===== src/rtl/clock_group_reset_sequencer_if.sv =====
// Request channel for re-resetting one clock domain at runtime, plus the sequencer busy flag.
interface clock_group_reset_sequencer_if;
  logic       io_req_valid;
  logic       io_req_ready;
  logic [2:0] io_req_domain;
  logic       io_busy;

  modport master (
    output io_req_valid,
    output io_req_domain,
    input  io_req_ready,
    input  io_busy
  );

  modport slave (
    input  io_req_valid,
    input  io_req_domain,
    output io_req_ready,
    output io_busy
  );
endinterface


===== src/rtl/clock_group_reset_sequencer.sv =====
// Per-domain clock-enable dividers and staggered, tick-aligned domain reset release.
// Runtime single-domain re-reset handshake is built only when CLOCK_GROUP_SEQ_REQ_EN is defined.
module clock_group_reset_sequencer #(
  parameter int N_DOMAINS = 7,
  parameter int DIV_W     = 4,
  parameter int HOLD      = 16,
  parameter int STAGGER   = 8
) (
  input  logic                         clock,
  input  logic                         reset,
  input  logic [N_DOMAINS*DIV_W-1:0]   io_divisor,
  clock_group_reset_sequencer_if.slave req_if,
  output logic [N_DOMAINS-1:0]         auto_out_clock_en,
  output logic [N_DOMAINS-1:0]         auto_out_reset
);

  localparam int CW = $clog2(HOLD + N_DOMAINS * STAGGER + 2) + 1;
  localparam logic [CW-1:0]        CYC_ONE   = CW'(1);
  localparam logic [CW-1:0]        HOLD_LAST = CW'(HOLD - 1);
  localparam logic [CW-1:0]        SLOT0     = CW'(HOLD);
  localparam logic [CW-1:0]        STAG_C    = CW'(STAGGER);
  localparam logic [2:0]           LAST_IDX  = 3'(N_DOMAINS - 1);
  localparam logic [N_DOMAINS-1:0] BIT0      = N_DOMAINS'(1);
  localparam logic [DIV_W-1:0]     DIV_ONE   = DIV_W'(1);

  typedef enum logic [1:0] {
    ST_HOLD,
    ST_RELEASE,
    ST_RUN,
    ST_DOM_HOLD
  } state_t;

  state_t               state_q, state_d;
  logic [N_DOMAINS-1:0] rst_q, rst_d;
  logic [DIV_W-1:0]     cnt_q [N_DOMAINS];
  logic [DIV_W-1:0]     cnt_d [N_DOMAINS];
  logic [CW-1:0]        cyc_q, cyc_d;
  logic [CW-1:0]        slot_q, slot_d;
  logic [2:0]           idx_q, idx_d;
  logic                 busy_q, busy_d;
  logic                 ready_q, ready_d;
  logic [N_DOMAINS-1:0] force_zero;
  logic [N_DOMAINS-1:0] clock_en;
  logic [N_DOMAINS-1:0] idx_mask;

`ifdef CLOCK_GROUP_SEQ_REQ_EN
  localparam int HW = $clog2(HOLD + 1) + 1;
  localparam logic [HW-1:0] HOLD_H   = HW'(HOLD);
  localparam logic [HW-1:0] HOLD_ONE = HW'(1);
  localparam logic [3:0]    NDOM4    = 4'(N_DOMAINS);

  logic [2:0]           dom_q, dom_d;
  logic [HW-1:0]        hold_q, hold_d;
  logic                 req_fire;
  logic                 dom_ok;
  logic [N_DOMAINS-1:0] req_mask;
  logic [N_DOMAINS-1:0] dom_mask;

  assign req_fire = req_if.io_req_valid & ready_q;
  assign dom_ok   = ({1'b0, req_if.io_req_domain} < NDOM4);
  assign req_mask = BIT0 << req_if.io_req_domain;
  assign dom_mask = BIT0 << dom_q;
`else
  logic unused_req;
  assign unused_req = ^{req_if.io_req_valid, req_if.io_req_domain};
`endif

  // Each divider reloads only when it reaches zero, so a new divisor waits for the next tick.
  for (genvar gi = 0; gi < N_DOMAINS; gi++) begin : g_div
    logic [DIV_W-1:0] div_field;
    assign div_field    = io_divisor[gi*DIV_W +: DIV_W];
    assign clock_en[gi] = (cnt_q[gi] == '0) & ~reset;
    assign cnt_d[gi]    = force_zero[gi]       ? '0 :
                          (cnt_q[gi] == '0)    ? div_field :
                                                 cnt_q[gi] - DIV_ONE;
  end

  assign idx_mask = BIT0 << idx_q;

  always_comb begin
    state_d    = state_q;
    rst_d      = rst_q;
    cyc_d      = cyc_q;
    slot_d     = slot_q;
    idx_d      = idx_q;
    force_zero = '0;
`ifdef CLOCK_GROUP_SEQ_REQ_EN
    dom_d      = dom_q;
    hold_d     = hold_q;
`endif
    case (state_q)
      ST_HOLD: begin
        cyc_d = cyc_q + CYC_ONE;
        if (cyc_q == HOLD_LAST) state_d = ST_RELEASE;
      end
      ST_RELEASE: begin
        if (cyc_q != '1) cyc_d = cyc_q + CYC_ONE;
        // Only the next domain in index order may release, so a later early tick is ignored.
        if ((cyc_q >= slot_q) && |(clock_en & idx_mask)) begin
          rst_d  = rst_q & ~idx_mask;
          slot_d = slot_q + STAG_C;
          idx_d  = idx_q + 3'd1;
          if (idx_q == LAST_IDX) state_d = ST_RUN;
        end
      end
`ifdef CLOCK_GROUP_SEQ_REQ_EN
      ST_RUN: begin
        if (req_fire && dom_ok) begin
          rst_d      = rst_q | req_mask;
          force_zero = req_mask;
          dom_d      = req_if.io_req_domain;
          hold_d     = '0;
          state_d    = ST_DOM_HOLD;
        end
      end
      ST_DOM_HOLD: begin
        if (hold_q != HOLD_H) hold_d = hold_q + HOLD_ONE;
        if ((hold_q == HOLD_H) && |(clock_en & dom_mask)) begin
          rst_d   = rst_q & ~dom_mask;
          state_d = ST_RUN;
        end
      end
`endif
      default: ;
    endcase
    busy_d = (state_d != ST_RUN);
`ifdef CLOCK_GROUP_SEQ_REQ_EN
    ready_d = (state_d == ST_RUN);
`else
    ready_d = 1'b0;
`endif
  end

  always_ff @(posedge clock) begin
    if (reset) begin
      state_q <= ST_HOLD;
      rst_q   <= '1;
      cnt_q   <= '{default: '0};
      cyc_q   <= '0;
      slot_q  <= SLOT0;
      idx_q   <= '0;
      busy_q  <= 1'b1;
      ready_q <= 1'b0;
`ifdef CLOCK_GROUP_SEQ_REQ_EN
      dom_q   <= '0;
      hold_q  <= '0;
`endif
    end else begin
      state_q <= state_d;
      rst_q   <= rst_d;
      cnt_q   <= cnt_d;
      cyc_q   <= cyc_d;
      slot_q  <= slot_d;
      idx_q   <= idx_d;
      busy_q  <= busy_d;
      ready_q <= ready_d;
`ifdef CLOCK_GROUP_SEQ_REQ_EN
      dom_q   <= dom_d;
      hold_q  <= hold_d;
`endif
    end
  end

  assign auto_out_clock_en = clock_en;
  assign auto_out_reset    = rst_q;
  assign req_if.io_busy      = busy_q;
  assign req_if.io_req_ready = ready_q;

endmodule


===== src/flat_wrapper.sv =====
// flat-port wrapper written by rule: the top's interface ports become plain ports
module clock_group_reset_sequencer_flat 
#(
  parameter int N_DOMAINS = 7,
  parameter int DIV_W     = 4,
  parameter int HOLD      = 16,
  parameter int STAGGER   = 8
)
  (clock, reset, io_divisor, auto_out_clock_en, auto_out_reset, req_if_io_req_valid, req_if_io_req_domain, req_if_io_req_ready, req_if_io_busy);
  clock_group_reset_sequencer_if req_if_i ();
  input  logic clock;
  input  logic reset;
  input  logic [N_DOMAINS*DIV_W-1:0] io_divisor;
  output logic [N_DOMAINS-1:0] auto_out_clock_en;
  output logic [N_DOMAINS-1:0] auto_out_reset;
  input wire logic [$bits(req_if_i.io_req_valid)-1:0] req_if_io_req_valid;
  input wire logic [$bits(req_if_i.io_req_domain)-1:0] req_if_io_req_domain;
  output wire logic [$bits(req_if_i.io_req_ready)-1:0] req_if_io_req_ready;
  output wire logic [$bits(req_if_i.io_busy)-1:0] req_if_io_busy;
  assign req_if_i.io_req_valid = req_if_io_req_valid;
  assign req_if_i.io_req_domain = req_if_io_req_domain;
  assign req_if_io_req_ready = req_if_i.io_req_ready;
  assign req_if_io_busy = req_if_i.io_busy;
  clock_group_reset_sequencer #(.N_DOMAINS(N_DOMAINS), .DIV_W(DIV_W), .HOLD(HOLD), .STAGGER(STAGGER)) u_core (.clock(clock), .reset(reset), .io_divisor(io_divisor), .req_if(req_if_i), .auto_out_clock_en(auto_out_clock_en), .auto_out_reset(auto_out_reset));
endmodule

===== config.mk =====
export PLATFORM = sky130hd
export DESIGN_NAME = clock_group_reset_sequencer_flat
export DESIGN_NICKNAME = d
export VERILOG_FILES = /design/src/rtl/clock_group_reset_sequencer_if.sv /design/src/rtl/clock_group_reset_sequencer.sv /design/src/flat_wrapper.sv
export SDC_FILE = /design/constraint.sdc
export NUM_CORES = 1
export LEC_CHECK = 0
export ABC_AREA = 1
export CORE_ASPECT_RATIO = 0.6
export CORE_MARGIN = 2
export CORE_UTILIZATION = 45
export CTS_CLUSTER_SIZE = 10
export DETAILED_ROUTE_END_ITERATION = 16
export PLACE_DENSITY = 0.7
export SYNTH_ARGS = -nofsm -noshare
export SYNTH_HDL_FRONTEND = slang
export SYNTH_SLANG_ARGS = --single-unit
export TNS_END_PERCENT = 1

===== constraint.sdc =====
create_clock -name clock -period 2.4 [get_ports clock]
set_clock_uncertainty 0.05 [all_clocks]
set_input_delay 0.6 -clock clock [delete_from_list [all_inputs] [get_ports clock]]
set_output_delay 0.6 -clock clock [all_outputs]
set_load 0.02 [all_outputs]

==> results.yml, run 1 <==
outcome:
  status: "completed"
place:
  dp_cells: 516
  numPortBuffers: 44
  hpwl_mm: 4.60
  gp_congestion: 0.847
critical_path:
  arrival_ns: 1.68
  cp_cell_sequence: "clkdlybuf4s50_1 -> buf_12 -> nor2_1 -> clkdlybuf4s15_1"
  reg2reg_slack_ns: 0.53
  cpMaxStageDelayCell: "clkdlybuf4s50_1"
  start_kind: "input pin"
  cp_max_fo: 12
  cp.required_ns: 1.75
  rr_worst_depth: 9
  crit_end: "auto_out_clock_en[4]"
  worstReg2RegEnd: "u_core.req_if.io_busy"
  slowest_delay_ns: 0.44
  worstSetupEndpointType: "output pin"
  r2r-start: "u_core.slot_q[5]"
  path_class: "in2out"
  cp-startpoint: "reset"
global_route:
  antenna_found_initial: 0
  grt_overflow: 0
  grt_max_degree: 17
  grt_pass1_wl_mm: 10.5
  grt_pass1_vias: 2346
  grt_usage_pct: 18.9
routing:
  avgViaCountPerCell: 4.79
  drc: 0
  routed_wl_mm: 5.99
  vias: 2512
  detail_route.iter0.violations: 163
  post_drt_wl_per_cell_microns: 11.4
  drtPass1Iterations: 4
  antenna_left: 0
floorplan:
  dieArea_sq_um: 7020
  rows: 22
  die_w_microns: 107
  start_util_pct: 46.7
  coreArea_sq_um: 6110
  die_h_microns: 65.7
  io_pins: 50
logic_synthesis:
  syn_avg_cell_area_sq_um: 7.51
  ys_ff_latch: 54
  synth_seq_area_share_pct: 37.9
  synth_area_leaders: "dfxtp_1 (38%), ha_1 (12%), nand2_1 (8.5%)"
  synth_top_area_cell: "dfxtp_1"
  syn-num-nets: 441
  yosysUniqueCellTypes: 26
  synth_cells: 380
  yosysTopAreaCellShare_pct: 37.9
  synth_area_sq_um: 2860
  synth_warnings: 0
final_layout:
  utilization_pct: 58.7
  final_common_cell: "nand2_1"
  layout-drive-gt1-share_pct: 8.64
  antenna_cells: 0
  area_delta_synth_final_pct: 25.7
  nNetsFinal: 500
  final_cell_mix: "nand2_1 (65), dfxtp_1 (54), inv_1 (49)"
  nFillCells: 559
  layout.cells.non_filler: 524
timing:
  fin_crit_sh_pct: 97.1
  slew_viol_final: 0
  rsz0062_at_grt: "false"
  setup_tns_ns: 0
  hold_viol: 0
  max_freq_mhz: 429
  post-route-min-period_ns: 2.33
  fin_hold_ws_ns: 0.378
  setup_viol: 0
clock_tree:
  clkSinkCount: 54
  post_cts.repair.setup_buffers: 0
  cts.path.max_buffers: 2
  clkTransAtPathRegs_ns: 0.09
  tritoncts: "yes"
  hold_buffers: 0
  htreeDepth: 2
  insertion_delay_ns: 0.30
  cts_root_buf: "clkbuf_8"
  numCtsBuffers: 5
power:
  p_per_area_nw_per_um2: 867
  ir_worst_vdd_mv: 0.496
  leakage_uw: 0.00159
min_path:
  min_path_type: "reg2reg"
  hold_depth: 1
flow_run:
  cap_viol_max_count: 0
power by group:
group	internal [uW]	total, uW	switching, uW
sequential	1100	1230	136
combinational	579	1280	702
clock	307	599	291
cells in the mapped netlist:
| master | n |
|---|---|
| a21o_1 | 1 |
| a21oi_1 | 39 |
| a21oi_4 | 2 |
| buf_2 | 1 |
| buf_4 | 2 |
| buf_6 | 2 |
| clkbuf_1 | 6 |
| conb_1 | 1 |
| dfxtp_1 | 54 |
| ha_1 | 27 |
| inv_1 | 49 |
| inv_2 | 4 |
| nand2_1 | 65 |
| nand2_2 | 2 |
| nand3_1 | 25 |
| nand3_2 | 1 |
| nand4_1 | 9 |
| nor2_1 | 30 |
| nor3_1 | 9 |
| nor3_2 | 1 |
| o211ai_1 | 1 |
| o21ai_0 | 31 |
| o21bai_1 | 1 |
| o31ai_1 | 1 |
| xnor2_1 | 8 |
| xor2_1 | 8 |
layout make-up:
class	count	area, sq um	area share [%]
sequential	54	1080	30.1
multi-input combinational	262	1510	42.1
timing repair buffer	63	586	16.3
clock buffer	5	68.8	1.92
inverter	53	199	5.54
clock inverter	3	40.0	1.12
tap	84	105	2.93
sequential cells by signal (all words and copies together) (netlist names):
register and count:
u_core.auto_out_reset 7, u_core.cnt_q 28, u_core.cyc_q 8, u_core.idx_q 3, u_core.req_if.io_busy 1, u_core.slot_q 5, u_core.state_q 2
kinds of logic (layout without fill, tap and decap cells):
| kind of cell | after synthesis | count (layout) | share of synthesized area [%] |
|---|---|---|---|
| fa+ha+maj | 27 | 27 | 11.8 |
| flops | 54 | 54 | 37.9 |
| xor+xnor | 16 | 16 | 4.91 |
| buf+inv | 64 | 124 | 9.25 |
| compound gates | 76 | 76 | 14.5 |
| simple gates | 142 | 142 | 21.6 |
| other cells | 1 | 1 | 0.131 |
per-stage QoR:
step	cell area, sq um	setup WS [ns]	total power, uW
6_report	3590	0.0686	3110
5_1_grt	3590	0.0131	3400
4_1_cts	3590	0.0393	3140
3_5_place_dp	3490	-0.230	2560
3_3_place_gp	3490	-0.222	2520
2_1_floorplan	2860	0.631	2130
repair_timing:
action | in CTS | in global routing
endpoints found under the hold margin | 0 | 0
resized for setup | 7 | 4
setup endpoints to repair | 7 | 3
per-layer routing:
metal | up-vias | global-route usage, % | share of wire (%)
met5 | - | 0 | 0
met4 | 0 | 4.38 | 0.83
met3 | 5 | 5.26 | 6.3
met2 | 49 | 28.1 | 39
met1 | 1110 | 27.0 | 54
li1 | 1348 | - | -
worst max-delay path, delay by kind of cell:
family                 cells  cell delay, ns
buffers and inverters      3            0.93
AND/OR/NAND/NOR            1            0.15
worst min path at each step:
stage	start	end	slack (ns)
6_report	u_core.cnt_q[16]	u_core.cnt_q[16]	0.38
5_1_grt	u_core.cnt_q[0]	u_core.cnt_q[0]	0.41
4_1_cts	u_core.cnt_q[16]	u_core.cnt_q[16]	0.38
3_5_place_dp	u_core.cnt_q[16]	u_core.cnt_q[16]	0.37
3_3_place_gp	u_core.cnt_q[16]	u_core.cnt_q[16]	0.36
2_1_floorplan	u_core.cnt_q[4]	u_core.cnt_q[4]	0.36
(Power assumes the default switching activity.)
==> run 2: changes to the inputs <==
--- a/config.mk
+++ b/config.mk
@@ -9,9 +9,12 @@
 export CORE_ASPECT_RATIO = 0.6
 export CORE_MARGIN = 2
 export CORE_UTILIZATION = 45
+export CTS_BUF_LIST = sky130_fd_sc_hd__clkbuf_16
 export CTS_CLUSTER_SIZE = 10
 export DETAILED_ROUTE_END_ITERATION = 16
+export GPL_TIMING_DRIVEN = 0
 export PLACE_DENSITY = 0.7
+export SETUP_SLACK_MARGIN = 0.15
 export SYNTH_ARGS = -nofsm -noshare
 export SYNTH_HDL_FRONTEND = slang
 export SYNTH_SLANG_ARGS = --single-unit
==> run 2 against run 1 <==
Effect of this change: first-iteration DRC count shrank 20%; count of clock-buffer cells in the layout unchanged; largest power group is now registers; flip-flop and latch count unchanged; final area fell by 1.1%; critical path depth rose by 3.
==> results.yml, run 2 (synthesis results as in run 1) <==
floorplan:
  coreArea_sq_um: 6110
  rows: 22
  io_pins: 50
  die_w_microns: 107
  dieArea_sq_um: 7020
  die_h_microns: 65.7
  start_util_pct: 46.7
critical_path:
  r2r-start: "u_core.slot_q[5]"
  cpMaxStageDelayCell: "dfxtp_1"
  cp_max_fo: 8
  cp_cell_sequence: "inv_1 -> ha_1 -> nand2_1 -> nor2_1 -> inv_1 -> nor2_1 -> dlygate4sd2_1"
  arrival_ns: 1.59
  slowest_delay_ns: 0.33
  worstReg2RegEnd: "u_core.auto_out_reset[1]"
  worstSetupEndpointType: "output pin"
  reg2reg_slack_ns: 0.54
  path_class: "reg2out"
  rr_worst_depth: 10
  start_kind: "flop"
  cp.required_ns: 1.75
power:
  switching_power_uw: 1120
  power_frac_seq_pct: 39.9
  power.share.switching_pct: 36.3
  p_per_area_nw_per_um2: 872
  ir_worst_vdd_mv: 0.465
  leakage_uw: 0.00155
  combPwrFrac_pct: 37.8
  clockPowerShare_pct: 22.4
  intPower_uw: 1970
final_layout:
  regMostFlops: "u_core.cnt_q"
  nNetsFinal: 492
  nFillCells: 577
  area_delta_synth_final_pct: 24.3
  layout-drive-gt1-share_pct: 6.48
  largest_register_ffs: 28
  utilization_pct: 58.1
  layout.cells.non_filler: 516
  final_cell_mix: "nand2_1 (65), dfxtp_1 (54), inv_1 (49)"
  final_common_cell: "nand2_1"
  antenna_cells: 0
timing:
  fin_hold_ws_ns: 0.377
  max_freq_mhz: 447
  slew_headroom_pct: 65.4
  fin_crit_sh_pct: 93.2
  rsz0062_at_grt: "true"
  setup_tns_ns: 0
  hold_viol: 0
  setup_viol: 0
  worstMarginPinSlew_ns: 0.520
  post-route-min-period_ns: 2.24
  slew_viol_final: 0
clock_tree:
  clkTransAtPathRegs_ns: 0.07
  htreeDepth: 2
  numCtsBuffers: 5
  cts_resized: 19
  clkSinkCount: 54
  cts_root_buf: "clkbuf_16"
  insertion_delay_ns: 0.28
  post_cts.repair.setup_buffers: 0
  hold_buffers: 0
  tritoncts: "yes"
  cts.path.max_buffers: 2
routing:
  drc: 0
  avgViaCountPerCell: 4.81
  detail_route.iter0.violations: 131
  antenna_left: 0
  drtPass1Iterations: 5
  vias: 2481
  routed_wl_mm: 6.16
  post_drt_wl_per_cell_microns: 11.9
min_path:
  hold_depth: 1
  min_from: "u_core.cnt_q[4]"
  holdPathEnd: "u_core.cnt_q[4]"
  min_path_type: "reg2reg"
global_route:
  grt_pass1_vias: 2320
  grt_usage_pct: 19.0
  antenna_found_initial: 0
  grt_pass1_wl_mm: 10.6
  grt_max_degree: 17
  grt_overflow: 0
place:
  gp_congestion: 0.797
  hpwl_mm: 4.68
  dp_cells: 508
  numPortBuffers: 44
outcome:
  status: "completed"
flow_run:
  cap_viol_max_count: 0
## run 2: cell count changes in the layout (fill, tap and decap cells not counted), moves of 2 or more
cell             previous run  this run
clkdlybuf4s15_1             2         0
clkbuf_16                   0         5
buf_6                       0         2
clkbuf_1                    0         4
clkbuf_8                    5         2
buf_4                      18         2
clkdlybuf4s15_2             0         2
## run 2: area by class of cell
type	count	area [sq um]	share of cell area, %
inverter	53	199	5.60
multi-input combinational	262	1510	42.5
clock inverter	3	16.3	0.458
clock buffer	5	125	3.52
sequential	54	1080	30.5
buffer	11	85.1	2.40
tap	84	105	2.96
timing repair buffer	44	428	12.1
## run 2: stage by stage
step           instance area, sq um  total power, uW  setup WS, ns
4_1_cts                        3560             3130         0.142
2_1_floorplan                  2860             2130         0.631
6_report                       3550             3100         0.164
3_5_place_dp                   3400             2450        -0.622
3_3_place_gp                   3400             2410        -0.593
5_1_grt                        3550             3370        0.0147
## run 2: power by group through the flow
stage / registers [uW] / clock network [uW] / logic (uW)
floorplan: 1220 / 0 / 904
global placement: 1250 / 0 / 1170
detailed placement: 1250 / 0 / 1200
CTS: 1230 / 711 / 1190
global route: 1260 / 753 / 1360
finish: 1230 / 692 / 1170
## run 2: per-layer routing
layer	GRT usage, %	part of all wire [%]	up-vias	wire length (microns)
li1	-	-	1334	-
met5	0	0	-	0
met2	27.8	39	47	2370
met4	3.90	0.83	0	51
met1	28.6	56	1093	3440
met3	3.97	4.8	7	297
## run 2: critical path, delay by kind of cell, from the launching register on
family | cells | cell delay (ns)
adder cells (fa/ha/maj) | 1 | 0.16
buffers and inverters | 3 | 0.54
flip-flops | 1 | 0.33
AND/OR/NAND/NOR | 3 | 0.28
## run 2: worst max-delay path by stage
| stage | from | endpoint | slack (ns) |
|---|---|---|---|
| after floorplan | reset | auto_out_clock_en[0] | 0.63 |
| after global placement | reset | auto_out_clock_en[5] | -0.59 |
| after detailed placement | reset | auto_out_clock_en[1] | -0.62 |
| after CTS | u_core.cnt_q[4] | auto_out_clock_en[5] | 0.14 |
| after global routing | u_core.cnt_q[12] | auto_out_clock_en[3] | 0.01 |
| final | u_core.cnt_q[12] | auto_out_clock_en[3] | 0.16 |
==> run 3: changes to the inputs <==
--- a/config.mk
+++ b/config.mk
@@ -18,4 +18,4 @@
 export SYNTH_ARGS = -nofsm -noshare
 export SYNTH_HDL_FRONTEND = slang
 export SYNTH_SLANG_ARGS = --single-unit
-export TNS_END_PERCENT = 1
+export TNS_END_PERCENT = 5
==> results of run 3 <==
The final DEF is identical to that of run 2; final timing and power are the same.
